--- src/rtl/avalon_pkg.sv ---
// Shared types and defaults for the Avalon-MM scratch responder
// and anything that talks to it.
package avalon_pkg;

    typedef enum logic [1:0] {
        ST_IDLE   = 2'd0,
        ST_WAIT   = 2'd1,
        ST_ACCEPT = 2'd2
    } av_state_e;

    localparam int CNT_W     = 4;
    localparam int AV_ADDR_W = 4;
    localparam int AV_DATA_W = 4;

endpackage

--- src/rtl/avalon_mem_responder_if.sv ---
// Avalon-MM read/write/waitrequest/readdatavalid bundle.
interface avalon_mem_responder_if
    import avalon_pkg::*;
#(
    parameter int ADDR_W = AV_ADDR_W,
    parameter int DATA_W = AV_DATA_W
);

    logic [ADDR_W-1:0] address;
    logic              read;
    logic              write;
    logic [DATA_W-1:0] writedata;
    logic              waitrequest;
    logic              readdatavalid;
    logic [DATA_W-1:0] readdata;
    logic              protocol_err;

    modport master (
        output address, read, write, writedata,
        input  waitrequest, readdatavalid, readdata, protocol_err
    );

    modport slave (
        input  address, read, write, writedata,
        output waitrequest, readdatavalid, readdata, protocol_err
    );

endinterface

--- src/rtl/avalon_read_pipe.sv ---
// Fixed-latency valid+data shift register carrying read returns;
// every stage is independent so reads may overlap in flight.
module avalon_read_pipe #(
    parameter int DEPTH  = 1,
    parameter int DATA_W = 4
) (
    input  logic              clk,
    input  logic              rst_n,
    input  logic              in_valid,
    input  logic [DATA_W-1:0] in_data,
    output logic              out_valid,
    output logic [DATA_W-1:0] out_data
);

    logic [DEPTH-1:0]  vld_q, vld_d;
    logic [DATA_W-1:0] dat_q [DEPTH];
    logic [DATA_W-1:0] dat_d [DEPTH];

    always_comb begin
        vld_d[0] = in_valid;
        dat_d[0] = in_data;
        for (int i = 1; i < DEPTH; i++) begin
            vld_d[i] = vld_q[i-1];
            dat_d[i] = dat_q[i-1];
        end
    end

    always_ff @(posedge clk or negedge rst_n) begin
        if (!rst_n) begin
            vld_q <= '0;
            for (int i = 0; i < DEPTH; i++) dat_q[i] <= '0;
        end else begin
            vld_q <= vld_d;
            for (int i = 0; i < DEPTH; i++) dat_q[i] <= dat_d[i];
        end
    end

    assign out_valid = vld_q[DEPTH-1];
    assign out_data  = dat_q[DEPTH-1];

endmodule

--- src/rtl/avalon_mem_responder.sv ---
// Avalon-MM scratch memory slave with programmable wait states
// and pipelined, fixed-latency read returns.
module avalon_mem_responder
    import avalon_pkg::*;
#(
    parameter int ADDR_W       = AV_ADDR_W,
    parameter int DATA_W       = AV_DATA_W,
    parameter int WAIT_STATES  = 3,
    parameter int READ_LATENCY = 1
) (
    input  logic clock,
    input  logic reset_n,
    avalon_mem_responder_if.slave bus
);

    localparam logic [1:0] IDLE   = ST_IDLE;
    localparam logic [1:0] WAIT   = ST_WAIT;
    localparam logic [1:0] ACCEPT = ST_ACCEPT;

    logic [1:0]       state_q, state_d;
    logic [CNT_W-1:0] cnt_q, cnt_d;
    logic             err_q, err_d;
    logic             rdv_q, rdv_d;
    logic [DATA_W-1:0] rdata_q, rdata_d;

    logic [DATA_W-1:0] mem_q [2**ADDR_W];

    logic              req;
    logic              acc_wr;
    logic              acc_rd;
    logic              pipe_vld;
    logic [DATA_W-1:0] pipe_dat;

    assign req = bus.read | bus.write;

    always_comb begin
        state_d = state_q;
        cnt_d   = cnt_q;
        err_d   = err_q;
        acc_wr  = 1'b0;
        acc_rd  = 1'b0;
        unique case (state_q)
            IDLE: begin
                if (req) begin
                    state_d = WAIT;
                    cnt_d   = CNT_W'(WAIT_STATES);
                end
            end
            WAIT: begin
                if (!req) begin
                    state_d = IDLE;
                    err_d   = 1'b1;
                end else if (cnt_q != '0) begin
                    cnt_d = cnt_q - 1'b1;
                end else begin
                    state_d = ACCEPT;
                end
            end
            ACCEPT: begin
                state_d = IDLE;
                // read+write together resolves to a write and is flagged
                if (!req || (bus.read && bus.write)) err_d = 1'b1;
                acc_wr = bus.write;
                acc_rd = bus.read & ~bus.write;
            end
            default: state_d = IDLE;
        endcase
    end

    always_comb begin
        rdv_d   = pipe_vld;
        rdata_d = pipe_vld ? pipe_dat : rdata_q;
    end

    always_ff @(posedge clock or negedge reset_n) begin
        if (!reset_n) begin
            state_q <= IDLE;
            cnt_q   <= '0;
            err_q   <= 1'b0;
            rdv_q   <= 1'b0;
            rdata_q <= '0;
        end else begin
            state_q <= state_d;
            cnt_q   <= cnt_d;
            err_q   <= err_d;
            rdv_q   <= rdv_d;
            rdata_q <= rdata_d;
        end
    end

    // Storage is deliberately left out of reset.
    always_ff @(posedge clock) begin
        if (acc_wr) mem_q[bus.address] <= bus.writedata;
    end

    avalon_read_pipe #(
        .DEPTH  (READ_LATENCY),
        .DATA_W (DATA_W)
    ) u_pipe (
        .clk       (clock),
        .rst_n     (reset_n),
        .in_valid  (acc_rd),
        .in_data   (mem_q[bus.address]),
        .out_valid (pipe_vld),
        .out_data  (pipe_dat)
    );

    assign bus.waitrequest   = (state_q != ACCEPT);
    assign bus.readdatavalid = rdv_q;
    assign bus.readdata      = rdata_q;
    assign bus.protocol_err  = err_q;

endmodule

--- src/flat_wrapper.sv ---
// flat-port wrapper written by rule: the top's interface ports become plain ports
module avalon_mem_responder_flat import avalon_pkg::*;
#(
    parameter int ADDR_W       = AV_ADDR_W,
    parameter int DATA_W       = AV_DATA_W,
    parameter int WAIT_STATES  = 3,
    parameter int READ_LATENCY = 1
)
  (clock, reset_n, bus_address, bus_read, bus_write, bus_writedata, bus_waitrequest, bus_readdatavalid, bus_readdata, bus_protocol_err);
  avalon_mem_responder_if #(.ADDR_W(ADDR_W), .DATA_W(DATA_W)) bus_i ();
  input  logic clock;
  input  logic reset_n;
  input wire logic [$bits(bus_i.address)-1:0] bus_address;
  input wire logic [$bits(bus_i.read)-1:0] bus_read;
  input wire logic [$bits(bus_i.write)-1:0] bus_write;
  input wire logic [$bits(bus_i.writedata)-1:0] bus_writedata;
  output wire logic [$bits(bus_i.waitrequest)-1:0] bus_waitrequest;
  output wire logic [$bits(bus_i.readdatavalid)-1:0] bus_readdatavalid;
  output wire logic [$bits(bus_i.readdata)-1:0] bus_readdata;
  output wire logic [$bits(bus_i.protocol_err)-1:0] bus_protocol_err;
  assign bus_i.address = bus_address;
  assign bus_i.read = bus_read;
  assign bus_i.write = bus_write;
  assign bus_i.writedata = bus_writedata;
  assign bus_waitrequest = bus_i.waitrequest;
  assign bus_readdatavalid = bus_i.readdatavalid;
  assign bus_readdata = bus_i.readdata;
  assign bus_protocol_err = bus_i.protocol_err;
  avalon_mem_responder #(.ADDR_W(ADDR_W), .DATA_W(DATA_W), .WAIT_STATES(WAIT_STATES), .READ_LATENCY(READ_LATENCY)) u_core (.clock(clock), .reset_n(reset_n), .bus(bus_i));
endmodule
--- config.mk ---
export PLATFORM = sky130hd
export DESIGN_NAME = avalon_mem_responder_flat
export DESIGN_NICKNAME = d
export VERILOG_FILES = /design/src/rtl/avalon_pkg.sv /design/src/rtl/avalon_mem_responder_if.sv /design/src/rtl/avalon_read_pipe.sv /design/src/rtl/avalon_mem_responder.sv /design/src/flat_wrapper.sv
export SDC_FILE = /design/constraint.sdc
export NUM_CORES = 1
export LEC_CHECK = 0
export BUFFER_PORTS_ARGS = -buffer_cell sky130_fd_sc_hd__buf_2
export CAP_MARGIN = 20
export CELL_PAD_IN_SITES_DETAIL_PLACEMENT = 1
export CELL_PAD_IN_SITES_GLOBAL_PLACEMENT = 2
export CORE_ASPECT_RATIO = 1.25
export CORE_MARGIN = 5
export CORE_UTILIZATION = 47
export CTS_BUF_LIST = sky130_fd_sc_hd__clkbuf_8
export CTS_CLUSTER_SIZE = 40
export DETAILED_ROUTE_END_ITERATION = 16
export PLACE_DENSITY = 0.79
export SLEW_MARGIN = 30
export SYNTH_ARGS = -nofsm -noshare
export SYNTH_HDL_FRONTEND = slang
export SYNTH_SLANG_ARGS = --single-unit
--- constraint.sdc ---
create_clock -name clock -period 2.7 [get_ports clock]
set_clock_uncertainty 0.05 [all_clocks]
set_input_delay 0.135 -clock clock [delete_from_list [all_inputs] [get_ports clock]]
set_output_delay 0.135 -clock clock [all_outputs]
set_load 0.1 [all_outputs]
==> After elaboration in Yosys (flattened, before gate mapping) <==
Memories as Yosys holds them, arrays and structs flattened. A register that Yosys moved wholly into a read port is not among the register bits.
Cells that the tools add are included.
{ "op_classes": {"add_sub_neg": 1, "eq_ne": 9, "mux": 15, "bitwise": 3, "reduce_logical": 11} }
{ "ops": {"columns": ["operator", "count"], "rows": [
  ["$mux W4", 3],
  ["$ne A2 B1 Y1 const B", 4],
  ["$pmux W4 S2", 1],
  ["$mux W1", 6],
  ["$mux W2", 3],
  ["$ne A2 B2 Y1 const B", 2],
  ["$pmux W2 S2", 1],
  ["$reduce_and A4 Y1", 1],
  ["$reduce_bool A2 Y1", 2],
  ["$reduce_bool A4 Y1", 1],
  ["$sub A4 B1 Y4 const B", 1],
  ["$ne A3 B3 Y1 const B", 1],
  ["$reduce_and A3 Y1", 1],
  ["$eq A2 B1 Y1 const B", 1],
  ["$eq A2 B2 Y1 const B", 1],
  ["$logic_not A1 Y1", 2],
  ["$logic_not A2 Y1", 1],
  ["$pmux W1 S2", 1],
  ["$reduce_and A2 Y1", 1],
  ["$and A1 B1 Y1", 1],
  ["$logic_and A1 B1 Y1", 1],
  ["$logic_or A1 B1 Y1", 1],
  ["$not A1 Y1", 1],
  ["$or A1 B1 Y1", 1]
]} }
{ "word_totals": {"register_bits": 13, "mem_bits_rw": 64, "input_bits": 12, "out_inout_bits": 7, "elab_cells": 46, "mem_count": 1} }
{ "mem_list": {"columns": ["name", "depth", "word_bits", "read_ports", "rd_ports_with_merged_regs", "wr", "line_no", "rtl"], "rows": [
  ["u_core.mem_q", 16, 4, 1, 1, 1, "avalon_mem_responder.sv:26", "logic [DATA_W-1:0] mem_q [2**ADDR_W];"]
]} }

==> Longest topological paths before layout <==
{ "logic_depth": {"ltp_word": 5, "depth_mapped": 6, "ltp_nobuf": 6} }

==> By module <==
From an unflattened synthesis, not the netlist that was laid out.
{ "hier_totals": {"cells_unflattened": 185, "hier_area_um2": 3244.4} }
{ "by_module_without_submodules": {"columns": ["module", "instances", "cells_per_inst", "area_each_um2", "seq_area_each_um2"], "rows": [
  ["avalon_mem_responder", 1, 180, 3119.2, 2222.1],
  ["avalon_read_pipe", 1, 5, 125.1, 125.1]
]} }

==> Worst setup path before layout <==
No wires, ideal clock.
{ "synth_timing": {"kind": "flip-flop to flip-flop", "start": "reg u_core.state_q[0]", "end": "mem u_core.mem_q[0][0], enable pin", "setup_ps": 361, "arrival_time_ps": 2071, "t_required_ps": 2289, "setup_slack_ps": 218, "stages_incl_launch_ff": 6, "n_path_buf": 0, "synth_period_minus_slack_ps": 2482, "cell_sequence": "dfrtp_1 > inv_1 > ha_1 > inv_1 > or4_4 > nor3_1"} }
{ "synth_between": {"elab_chain_len": 4} }
{ "synth_lines": {"columns": ["element", "line_no", "rtl"], "rows": [
  ["start, declared", "avalon_mem_responder.sv:20", "logic [1:0] state_q, state_d;"],
  ["start signal, assigned", "avalon_mem_responder.sv:83", "state_q <= state_d;"],
  ["$eq A2 B2 Y1", "avalon_mem_responder.sv:42", "unique case (state_q)"],
  ["$mux W1", "avalon_mem_responder.sv:42", null],
  ["$mux W1", "avalon_mem_responder.sv:93", "if (acc_wr) mem_q[bus.address] <= bus.writedata;"],
  ["$mux W1 (implied by the code)", "avalon_mem_responder.sv:93", null],
  ["end, declared", "avalon_mem_responder.sv:26", null]
]} }
No other way between the ends.

==> Worst setup path after layout <==
{ "layout_timing": {"start": "reg u_core.state_q[0]", "end": "mem u_core.mem_q[0][3], enable pin"} }
Same word-level chain as after synthesis.

==> key figures <==
Synth
  – Distinct cells, synth: 34
  – Syn_nets: 216
  – Seq cells post-synth: 81
  – YS warnings: 0
  – Mapped cell area: 0.003352 mm^2
  – Synth Instances: 195
  – Avg Inst Size Synth: 17.19 um^2
  – Register area share after synthesis: 70.03%

Route
  – Routed Antenna Nets: 0
  – Wire per inst: 20.82 um
  – First DRT Iteration DRCs: 116
  – DRC errors left: 0
  – Detailed-route wire length: 6.536 mm
  – Vias per std cell: 5.500
  – Via count: 1727
  – Drt pass-1 iters: 4

Clock network
  – H-tree Lvls: 3
  – Clk buf depth: 2
  – Clk pin slew, worst setup/hold paths: 0.09 ns
  – Num CTS Buffers: 9
  – Hold_buf cts: 1
  – # resized after CTS: 0
  – CTS tree: yes
  – Worst skew pair latency: 0.35 ns
  – Clk root buf: clkbuf_8
  – Setup Fix Bufs, Post-CTS: 0
  – Sinks on Clock Net: 81

GRT
  – Number of global-route vias before repair: 1903
  – Initial antenna violation count: 0
  – First-pass GRT wire length: 10.53 mm
  – Largest net degree at the start of global routing: 21
  – Gr ovfl total: 0
  – GRT Total Usage: 16.06%

Die
  – Die Width: 85.54 um
  – Starting Density: 48.05%
  – Total Die Area: 0.008932 mm^2
  – Row cnt: 34
  – Core ar.: 0.006977 mm^2
  – # IOs: 19
  – Die H: 104.4 um

STA
  – FMAX: 0.4386 GHz
  – Minimum clock period: 2.280 ns
  – Setup TNS: 0 ns
  – RSZ-0062 raised after global routing: no
  – Final worst slack: 0.4198 ns
  – Final worst-path cycle share: 84.45%
  – Final Hold Viols: 0
  – Count of final setup violators: 0
  – Worst slew margin: 58.35%
  – Worst Tran Pin Value: 0.6248 ns
  – Final Slew Violations: 0
  – Final hold slack: 0.1258 ns

Min path
  – Min-Delay Path Class: in2reg

Power and ir drop
  – Overall power: 2.945 mW
  – Pwr Density: 795.5 mW/mm^2
  – Static leakage: 1.319 nW
  – Peak supply drop: 431.5 uV

Setup path
  – Critical Path RT: 2.64 ns
  – WS Path Type: reg2reg
  – Crit path DAT: 2.22 ns
  – Worst Path Max Fanout: 6
  – Critical path capture point type: flop
  – CP Launch Type: flop

Place
  – Final HPWL DP: 4.705 mm
  – Buffers on Ports: 18
  – Dpl ws: 0.4544 ns
  – Routability congestion estimate from global placement: 0.7472

Layout
  – Area grow syn2layout: 10.45%
  – Share of cells above drive strength 1: 25.89%
  – Fill count: 693
  – Register area: 0.002347 mm^2
  – ANT cells: 0
  – Multi-input logic area: 943.4 um^2
  – Final #Nets: 240

Job
  – Max cap viols: 0

Outcome
  – Status: complete, no violations
## worst max-delay path: stages (launching register included)
cell     delay, ns
dfrtp_1       0.43
inv_1         0.10
ha_1          0.30
inv_1         0.09
or4_4         0.51
nor3_1        0.43
## logic make-up (layout without fill, tap and decap cells)
kind of cell             after synthesis  count (layout)  share of synthesized area (%)
AO/OA/AOI/OAI                         15              15                          3.360
multiplexers                          22              22                          12.77
buffers and inverters                 13              42                          1.829
adder cells (fa/ha/maj)                9               9                          3.360
AND/OR/NAND/NOR                       55              55                          8.661
flip-flops                            81              81                          70.03
## state kept, by name (all words and copies together), names as in the netlist
register                  flops
u_core.mem_q                 64
u_core.bus.readdata           4
u_core.cnt_q                  4
u_core.u_pipe.out_data        4
u_core.state_q                2
u_core.bus.protocol_err       1
u_core.bus.readdatavalid      1
u_core.u_pipe.out_valid       1
## synthesized netlist by cell type
| cell type | instances | area [um^2] |
|---|---|---|
| a21oi_1 | 1 | 5.000 |
| edfxtp_1 | 64 | 1922 |
| or4_4 | 1 | 11.26 |
| ha_1 | 9 | 112.6 |
| clkbuf_1 | 3 | 11.26 |
| nand2b_1 | 5 | 31.28 |
| a22oi_1 | 4 | 30.03 |
| buf_6 | 1 | 11.26 |
| mux2_1 | 1 | 11.26 |
| a22o_1 | 1 | 8.760 |
| nand3_1 | 8 | 40.04 |
| and2b_1 | 1 | 7.510 |
| o32a_1 | 1 | 10.01 |
| nand4b_1 | 2 | 17.52 |
| nor3_1 | 4 | 20.02 |
| nand4_1 | 1 | 6.260 |
| o21ai_4 | 1 | 16.27 |
| a31o_2 | 1 | 8.760 |
| buf_4 | 1 | 7.510 |
| or3_1 | 2 | 12.51 |
| and2_1 | 1 | 6.260 |
| o21ai_1 | 1 | 5.000 |
| mux2_2 | 5 | 56.30 |
| nor3b_2 | 1 | 12.51 |
| o21ai_0 | 4 | 20.02 |
| nor3b_1 | 1 | 7.510 |
| nand2_1 | 10 | 37.54 |
| dfrtp_1 | 17 | 425.4 |
| nor2b_1 | 5 | 31.28 |
| o2111ai_1 | 1 | 8.760 |
| mux4_2 | 16 | 360.4 |
| nor2_1 | 13 | 48.80 |
| inv_1 | 7 | 26.28 |
| buf_2 | 1 | 5.000 |
## stage by stage
step / util (%) / std cells / area (um^2)
3_5_place_dp: 50.45 / 297 / 3520
4_1_cts: 53.07 / 314 / 3702
3_3_place_gp: 50.45 / 297 / 3520
5_1_grt: 53.07 / 314 / 3702
2_1_floorplan: - / 195 / 3352
6_report: 53.07 / 314 / 3702
## layer usage
metal | GRT usage, % | wire length (um)
met1 | 18.90 | 2618
met4 | 6.109 | 76
met2 | 28.28 | 3619
met3 | 3.487 | 220
met5 | 0 | 0
## final cells by class
| cell class | instances | area share [%] |
|---|---|---|
| clock buffers | 9 | 3.346 |
| clock inverters | 7 | 1.318 |
| well taps | 90 | 3.042 |
| flip-flops and latches | 81 | 63.40 |
| multi-input cells | 101 | 25.48 |
| inverters | 7 | 0.7097 |
| repair buffers | 19 | 2.704 |
## cell usage in the layout, fill, tap and decap left out, types with 2 or more instances in the layout
master | netlist | routed
edfxtp_1 | 64 | 64
buf_2 | 1 | 18
dfrtp_1 | 17 | 17
mux4_2 | 16 | 16
nor2_1 | 13 | 13
nand2_1 | 10 | 10
ha_1 | 9 | 9
clkbuf_8 | 0 | 9
inv_1 | 7 | 8
nand3_1 | 8 | 8
nor2b_1 | 5 | 5
nand2b_1 | 5 | 5
mux2_2 | 5 | 5
a22oi_1 | 4 | 4
nor3_1 | 4 | 4
o21ai_0 | 4 | 4
clkinv_4 | 0 | 4
nand4b_1 | 2 | 2
or3_1 | 2 | 2
clkinv_2 | 0 | 2
## final timing paths
check | from | end | slack (ns) | cells past startpoint
hold reg to reg | u_core.bus.protocol_err | u_core.bus.protocol_err | 0.42 | 1
max in group asynchronous | reset_n | u_core.u_pipe.out_data[3] | 2.14 | 2
setup reg to reg | u_core.state_q[0] | u_core.mem_q[0][3] | 0.42 | 5
min in group asynchronous | reset_n | u_core.state_q[0] | 0.17 | 2
hold / removal | bus_read | u_core.u_pipe.out_valid | 0.13 | 3
setup / recovery | u_core.state_q[0] | u_core.mem_q[0][3] | 0.42 | 5
## where the power goes
part	internal (mW)	switching, mW	leakage, nW	total (mW)
Combinational	0.203	0.508	0.442	0.711
Clock	0.333	0.424	0.0943	0.757
Sequential	1.43	0.0503	0.782	1.48
(Power assumes the default switching activity.)
